==> src/rtl/ofs_fim_hssi_tx_axis_arb_if.sv <==
// Bundle of the client-side and MAC-side TX AXI-S signals around the TX arbiter.
// The master modport is the arbiter's view; the slave modport is the environment's view.
interface ofs_fim_hssi_tx_axis_arb_if #(
    parameter int NUM_CH = 4,
    parameter int DATA_W = 64,
    parameter int USER_W = 2,
    parameter int CH_W   = (NUM_CH > 1 ? $clog2(NUM_CH) : 1)
);
    logic [NUM_CH-1:0]          s_tvalid;
    logic [NUM_CH-1:0]          s_tready;
    logic [NUM_CH*DATA_W-1:0]   s_tdata;
    logic [NUM_CH*DATA_W/8-1:0] s_tkeep;
    logic [NUM_CH-1:0]          s_tlast;
    logic [NUM_CH*USER_W-1:0]   s_tuser;

    logic                       m_tvalid;
    logic                       m_tready;
    logic [DATA_W-1:0]          m_tdata;
    logic [DATA_W/8-1:0]        m_tkeep;
    logic                       m_tlast;
    logic [USER_W-1:0]          m_tuser;
    logic [CH_W-1:0]            m_tid;

    modport master (
        input  s_tvalid, s_tdata, s_tkeep, s_tlast, s_tuser, m_tready,
        output s_tready, m_tvalid, m_tdata, m_tkeep, m_tlast, m_tuser, m_tid
    );

    modport slave (
        output s_tvalid, s_tdata, s_tkeep, s_tlast, s_tuser, m_tready,
        input  s_tready, m_tvalid, m_tdata, m_tkeep, m_tlast, m_tuser, m_tid
    );
endinterface

==> src/rtl/ofs_fim_hssi_tx_axis_arb.sv <==
// Packet-atomic round-robin merge of NUM_CH client TX AXI-S streams onto one MAC TX stream.
// A channel is locked from its first beat until its tlast beat is accepted; every
// outgoing beat carries the source channel in m_tid.  tx_pause only blocks new grants.
module ofs_fim_hssi_tx_axis_arb #(
    parameter int NUM_CH = 4,
    parameter int DATA_W = 64,
    parameter int USER_W = 2,
    parameter int CH_W   = (NUM_CH > 1 ? $clog2(NUM_CH) : 1)
) (
    input  logic                               clk,
    input  logic                               rst_n,
    ofs_fim_hssi_tx_axis_arb_if.master         axis,
    input  logic                               tx_pause,
    output logic                               busy,
    output logic                               pkt_done
);
    localparam int KEEP_W = DATA_W / 8;

    typedef enum logic {
        IDLE = 1'b0,
        LOCK = 1'b1
    } state_t;

    state_t              r_state;
    state_t              w_next_state;
    logic [CH_W-1:0]     r_sel;
    logic [CH_W-1:0]     r_last_grant;
    logic [CH_W-1:0]     w_grant_idx;
    logic                w_grant_valid;
    logic                w_grant;
    logic                w_accept;
    logic                w_out_free;
    logic                w_busy;
    logic [NUM_CH-1:0]   w_s_tready;

    logic                w_sel_valid;
    logic [DATA_W-1:0]   w_sel_data;
    logic [KEEP_W-1:0]   w_sel_keep;
    logic                w_sel_last;
    logic [USER_W-1:0]   w_sel_user;

    logic                r_m_tvalid;
    logic [DATA_W-1:0]   r_m_tdata;
    logic [KEEP_W-1:0]   r_m_tkeep;
    logic                r_m_tlast;
    logic [USER_W-1:0]   r_m_tuser;
    logic [CH_W-1:0]     r_m_tid;
    logic                r_pkt_done;

    // The output slot can take a beat when empty or when its current beat leaves this cycle.
    assign w_out_free = ~r_m_tvalid | axis.m_tready;
    assign w_grant    = (r_state == IDLE) && !tx_pause && w_grant_valid;

    // Round-robin search: first requesting channel after the last granted one, with wrap.
    always_comb begin
        w_grant_valid = 1'b0;
        w_grant_idx   = '0;
        for (int i = 1; i <= NUM_CH; i++) begin
            for (int c = 0; c < NUM_CH; c++) begin
                if (!w_grant_valid && (c == ((int'(r_last_grant) + i) % NUM_CH)) && axis.s_tvalid[c]) begin
                    w_grant_valid = 1'b1;
                    w_grant_idx   = CH_W'(c);
                end
            end
        end
    end

    // Route the locked channel's beat towards the output register.
    always_comb begin
        w_sel_valid = 1'b0;
        w_sel_data  = '0;
        w_sel_keep  = '0;
        w_sel_last  = 1'b0;
        w_sel_user  = '0;
        for (int c = 0; c < NUM_CH; c++) begin
            if (r_sel == CH_W'(c)) begin
                w_sel_valid = axis.s_tvalid[c];
                w_sel_data  = axis.s_tdata[c*DATA_W +: DATA_W];
                w_sel_keep  = axis.s_tkeep[c*KEEP_W +: KEEP_W];
                w_sel_last  = axis.s_tlast[c];
                w_sel_user  = axis.s_tuser[c*USER_W +: USER_W];
            end
        end
    end

    // State register.
    always_ff @(posedge clk or negedge rst_n) begin
        if (!rst_n) begin
            r_state <= IDLE;
        end else begin
            r_state <= w_next_state;
        end
    end

    // Next state: lock on a grant, release once the tlast beat is taken.
    always_comb begin
        w_next_state = r_state;
        case (r_state)
            IDLE: if (w_grant) w_next_state = LOCK;
            LOCK: if (w_accept && w_sel_last) w_next_state = IDLE;
            default: w_next_state = IDLE;
        endcase
    end

    // State outputs: only the locked channel sees tready, which follows MAC-side space combinationally.
    always_comb begin
        w_s_tready = '0;
        w_accept   = 1'b0;
        w_busy     = 1'b0;
        if (r_state == LOCK) begin
            w_busy = 1'b1;
            for (int c = 0; c < NUM_CH; c++) begin
                w_s_tready[c] = (r_sel == CH_W'(c)) & w_out_free;
            end
            w_accept = w_sel_valid & w_out_free;
        end
    end

    // Grant bookkeeping: latch the winner, and remember it as last_grant when its packet ends.
    always_ff @(posedge clk or negedge rst_n) begin
        if (!rst_n) begin
            r_sel        <= '0;
            r_last_grant <= CH_W'(NUM_CH - 1);
        end else begin
            if (w_grant) begin
                r_sel <= w_grant_idx;
            end
            if (w_accept && w_sel_last) begin
                r_last_grant <= r_sel;
            end
        end
    end

    // Output register: load on accept, empty when the MAC takes the beat and nothing replaces it.
    always_ff @(posedge clk or negedge rst_n) begin
        if (!rst_n) begin
            r_m_tvalid <= 1'b0;
            r_m_tdata  <= '0;
            r_m_tkeep  <= '0;
            r_m_tlast  <= 1'b0;
            r_m_tuser  <= '0;
            r_m_tid    <= '0;
            r_pkt_done <= 1'b0;
        end else begin
            r_pkt_done <= w_accept & w_sel_last;
            if (w_accept) begin
                r_m_tvalid <= 1'b1;
                r_m_tdata  <= w_sel_data;
                r_m_tkeep  <= w_sel_keep;
                r_m_tlast  <= w_sel_last;
                r_m_tuser  <= w_sel_user;
                r_m_tid    <= r_sel;
            end else if (axis.m_tready) begin
                r_m_tvalid <= 1'b0;
            end
        end
    end

    assign axis.s_tready = w_s_tready;
    assign axis.m_tvalid = r_m_tvalid;
    assign axis.m_tdata  = r_m_tdata;
    assign axis.m_tkeep  = r_m_tkeep;
    assign axis.m_tlast  = r_m_tlast;
    assign axis.m_tuser  = r_m_tuser;
    assign axis.m_tid    = r_m_tid;
    assign busy          = w_busy;
    assign pkt_done      = r_pkt_done;
endmodule
==> src/flat_wrapper.sv <==
// flat-port wrapper written by rule: the top's interface ports become plain ports
module ofs_fim_hssi_tx_axis_arb_flat 
#(
    parameter int NUM_CH = 4,
    parameter int DATA_W = 64,
    parameter int USER_W = 2,
    parameter int CH_W   = (NUM_CH > 1 ? $clog2(NUM_CH) : 1)
)
  (clk, rst_n, tx_pause, busy, pkt_done, axis_s_tvalid, axis_s_tdata, axis_s_tkeep, axis_s_tlast, axis_s_tuser, axis_m_tready, axis_s_tready, axis_m_tvalid, axis_m_tdata, axis_m_tkeep, axis_m_tlast, axis_m_tuser, axis_m_tid);
  ofs_fim_hssi_tx_axis_arb_if #(.NUM_CH(NUM_CH), .DATA_W(DATA_W), .USER_W(USER_W), .CH_W(CH_W)) axis_i ();
  input  logic clk;
  input  logic rst_n;
  input  logic tx_pause;
  output logic busy;
  output logic pkt_done;
  input wire logic [$bits(axis_i.s_tvalid)-1:0] axis_s_tvalid;
  input wire logic [$bits(axis_i.s_tdata)-1:0] axis_s_tdata;
  input wire logic [$bits(axis_i.s_tkeep)-1:0] axis_s_tkeep;
  input wire logic [$bits(axis_i.s_tlast)-1:0] axis_s_tlast;
  input wire logic [$bits(axis_i.s_tuser)-1:0] axis_s_tuser;
  input wire logic [$bits(axis_i.m_tready)-1:0] axis_m_tready;
  output wire logic [$bits(axis_i.s_tready)-1:0] axis_s_tready;
  output wire logic [$bits(axis_i.m_tvalid)-1:0] axis_m_tvalid;
  output wire logic [$bits(axis_i.m_tdata)-1:0] axis_m_tdata;
  output wire logic [$bits(axis_i.m_tkeep)-1:0] axis_m_tkeep;
  output wire logic [$bits(axis_i.m_tlast)-1:0] axis_m_tlast;
  output wire logic [$bits(axis_i.m_tuser)-1:0] axis_m_tuser;
  output wire logic [$bits(axis_i.m_tid)-1:0] axis_m_tid;
  assign axis_i.s_tvalid = axis_s_tvalid;
  assign axis_i.s_tdata = axis_s_tdata;
  assign axis_i.s_tkeep = axis_s_tkeep;
  assign axis_i.s_tlast = axis_s_tlast;
  assign axis_i.s_tuser = axis_s_tuser;
  assign axis_i.m_tready = axis_m_tready;
  assign axis_s_tready = axis_i.s_tready;
  assign axis_m_tvalid = axis_i.m_tvalid;
  assign axis_m_tdata = axis_i.m_tdata;
  assign axis_m_tkeep = axis_i.m_tkeep;
  assign axis_m_tlast = axis_i.m_tlast;
  assign axis_m_tuser = axis_i.m_tuser;
  assign axis_m_tid = axis_i.m_tid;
  ofs_fim_hssi_tx_axis_arb #(.NUM_CH(NUM_CH), .DATA_W(DATA_W), .USER_W(USER_W), .CH_W(CH_W)) u_core (.clk(clk), .rst_n(rst_n), .axis(axis_i), .tx_pause(tx_pause), .busy(busy), .pkt_done(pkt_done));
endmodule
==> config.mk <==
export PLATFORM = sky130hd
export DESIGN_NAME = ofs_fim_hssi_tx_axis_arb_flat
export DESIGN_NICKNAME = d
export VERILOG_FILES = /design/src/rtl/ofs_fim_hssi_tx_axis_arb_if.sv /design/src/rtl/ofs_fim_hssi_tx_axis_arb.sv /design/src/flat_wrapper.sv
export SDC_FILE = /design/constraint.sdc
export NUM_CORES = 1
export LEC_CHECK = 0
export ABC_AREA = 1
export BUFFER_PORTS_ARGS = -buffer_cell sky130_fd_sc_hd__buf_2
export CORE_AREA = 8 8 148 150
export CTS_BUF_LIST = sky130_fd_sc_hd__clkbuf_8
export CTS_CLUSTER_DIAMETER = 40
export CTS_CLUSTER_SIZE = 25
export DETAILED_ROUTE_END_ITERATION = 10
export DIE_AREA = 0 0 156 158
export HOLD_SLACK_MARGIN = 0.1
export PLACE_DENSITY = 0.66
export SLEW_MARGIN = 20
export SYNTH_ARGS = -nofsm -noshare
export SYNTH_HDL_FRONTEND = slang
export SYNTH_SLANG_ARGS = --single-unit
==> constraint.sdc <==
create_clock -name clk -period 1.83 [get_ports clk]
set_input_delay 0.366 -clock clk [delete_from_list [all_inputs] [get_ports clk]]
set_output_delay 0.366 -clock clk [all_outputs]
set_load 0.05 [all_outputs]
==> reports/results.txt <==
For this design the static power due to leakage is 4.28 nW. The wire length per cell after detailed routing is 17.9 um. STA classifies the critical path startpoint as a flop. The share of layout cells above drive strength 1 came out at 0.449.

The count of TritonRoute iterations in the first routing pass was 6; the worst voltage drop across the vdd grid was 859 uV. The H-tree was split into 3 levels. CTS saw 84 sinks. The run gives 706 as the cell count after synthesis. The top fanout value on the critical path is 3. Excluding fillers, the count of instances in the completed layout stands at 1377. The filler cells instantiated in the layout total 2094.

The sequential-to-total area share from yosys stat came out at 0.414. Final worst-path setup slack: -48.4 ps. The maximum number of pins on one net before global-route repair is 85. The number of nets still failing antenna checks after routing was 0; the detailed-route wire length was 24600 um.

The run finished, with violations left. The number of clock buffers inserted by TritonCTS is 9. The half-perimeter wire length after placement came out at 19400 um.

The tools report the clock latency at the later pin of the worst-skew pair as 360 ps. In the layout the commonest cells are buf_2 (386), nand2_1 (250), nand3_1 (80). The global routing stage identified its most utilized layer as met2.

The first-pass GRT wire length was 36200 um; the number of violations reported at the end of detailed-routing iteration 0 was 364. After global routing the overflow that remains totals 0. The run gives 1 as the count of endpoints failing setup in the final report. For this run, the top clock speed supported by timing is 532 MHz.

At the worst endpoint, the arrival time is 1510 ps. Summing all placed instances gives a cell area of 7590 um2. Flip-flop and latch area: 2110 um2. Critical setup path kind: flop to output port. Measured along the x axis, the die boundary spans 156 um.

In this run the vertical extent of the chip is 158 um. The post-route worst hold slack was 211 ps. On the worst path, the slowest cell contributes a delay of 420 ps. The met3 track demand over resource was 0.0601; the number of antenna violations at the first check in global routing was 1. The run gives 6513 as the via count of the routed design.

Headroom to the max-slew limit: 0.694. The tightest min-delay check is of the primary input to flop type. After synthesis, the mean cell area works out to 7.19 um2. In the final layout, the multi-input gates occupy 2790 um2.

Routability-driven placement finished with a final weighted congestion of 0.885. Post-synthesis to final-layout area growth: 58.3%. The clock slew at the register clock pins of the worst setup and hold paths is 90 ps.

0 antenna diodes ended up in the layout. Master of the slowest instance on the critical path: dfrtp_2. The share of the core filled with cells in the final layout came out at 0.408.

The tools report the buffer depth of the longest clock path as 2. The total routing resource utilization after global routing was 0.188; the synthesized netlist net count was 1014. For this run, the number of Yosys warnings is 0. The master cell of the clock root buffer was clkbuf_8. The checks that failed: setup timing. The count of buffer and inverter cells on the critical path was 4. The largest delay contributor family on the critical path was buffers and inverters. For the DRC violation count after routing, the log shows 0. For the number of max-cap violations, the log shows 0.

The logs give 0.217 for the global-route track usage on met1 and 5080 um2 for the synthesized area. For this run, the post-layout net count is 1411. For the routing usage on met2, the log shows 0.323.

Setup repair after global routing could not meet its margin everywhere. The number of register bits inferred by synthesis is 84, and the worst-case clock skew is 11.5 ps. The library cell used most frequently in the layout, excluding fill and tap cells, is buf_2.

The logs give 15.6 mW for the overall power after layout and 1345 for the total instance count after detailed placement. The number of global-route vias before repair was 6812; the required time of the critical path was 1460 ps. The setup slack of the worst register-to-register path was 10 ps.

Using the TritonRoute via totals, the vias-per-cell ratio works out to 4.73. TritonCTS built the clock tree. The worst setup path is captured at an output port. The number of pins with negative max-slew slack in the final report is 0, and the shortest period the worst path allows is 1880 ps. For the pin with the worst max-slew slack, the measured transition is 460 ps.

Final cell area excluding filler cells: 8040 um2. The tools report the initial standard-cell utilization of the core as 0.258. Traced cell by cell, the critical path runs through inv_2, nor2_4, nor2_4, inv_2, buf_6, nor3_4, buf_6. The die covers 24600 um2. The floorplan step defined a core boundary enclosing 19700 um2. Pin placement for this block handled 392 I/O pins.

The floorplan has 52 rows. Final clock period utilization by the worst path: 1.03. In this run the power density over the cells is 1940 nW/um2.

The count of distinct cell types in the synthesized netlist came out at 24. The number of hold-slack violations in the final timing report came out at 0. The number of buffers added on ports was 391.
==> flip-flops by register name, indices dropped and copies added (netlist names), 2 cells and up <==
register and count:
u_core.axis.m_tuser 2, u_core.axis.m_tkeep 8, u_core.axis.m_tdata 64, u_core.r_sel 2, u_core.r_last_grant 2, u_core.axis.m_tid 2
==> stage by stage <==
step,TNS [ps],setup WS (ps)
2_1_floorplan,-6640,-109
3_3_place_gp,0,23.3
3_5_place_dp,-105,-57.2
4_1_cts,-282,-120
5_1_grt,-904,-130
6_report,-48.4,-48.4
==> layout make-up <==
cell class,instances,share of cell area
multi-input cells,548,0.347
repair buffers,444,0.317
clock inverters,6,0.00732
well taps,270,0.0420
flip-flops and latches,84,0.263
inverters,16,0.00841
clock buffers,9,0.0154
==> synthesized netlist by cell type, drive strengths merged <==
library cell  number  area (um2)
nand2            256         966
o21ai            122         611
nand3             83         420
dfrtp             82        2050
a221oi            54         473
clkbuf            31         116
buf               27         129
nor2              23         111
inv               16        60.1
nand4              4        46.3
nor3               3        15.0
dfstp              2        52.6
o2111ai            2        17.5
a31o               1        8.76
==> worst paths after layout <==
check                           cells after the start                       to                    from
worst max-delay path                                7         axis_s_tready[2]    u_core.axis.m_tvalid
worst min-delay path                                2     u_core.axis.m_tvalid           axis_m_tready
worst max register to register                     14          u_core.r_sel[0]  u_core.r_last_grant[0]
worst min register to register                      2     u_core.axis.m_tid[0]    u_core.axis.m_tid[0]
max in group asynchronous                           3          u_core.r_sel[0]                   rst_n
min in group asynchronous                           3  u_core.axis.m_tdata[30]                   rst_n
==> what timing repair did <==
action | 4_1_cts | 5_1_grt
gates resized for setup | 14 | 21
buffers inserted | 6 | 9
pin swaps | 3 | 7
hold buffers | 1 | 0
hold endpoints to repair | 82 | 0
gates cloned | 0 | 1
endpoints found under the setup margin | 7 | 17
==> where the power goes <==
part / internal [mW] / switching (mW) / leakage (nW) / total, mW
Clock: 0.614 / 0.696 / 0.0977 / 1.31
Sequential: 2.77 / 0.513 / 1.05 / 3.28
Combinational: 3.47 / 7.54 / 3.13 / 11.0
==> cells by family (layout without fill, tap and decap cells) <==
family | Yosys count | count (layout) | synth area share
simple gates | 369 | 369 | 0.307
buf+inv | 74 | 475 | 0.0601
compound gates | 179 | 179 | 0.219
flops | 84 | 84 | 0.414
==> metal layers <==
layer | wire length, um | vias to the layer above | share of wire
met3 | 2300 | 24 | 0.093
met1 | 9970 | 2939 | 0.41
met2 | 12000 | 302 | 0.49
met5 | 9 | - | 0.00037
met4 | 341 | 2 | 0.014
li1 | - | 3246 | -
No activity file was read; power rests on OpenSTA's default activity.
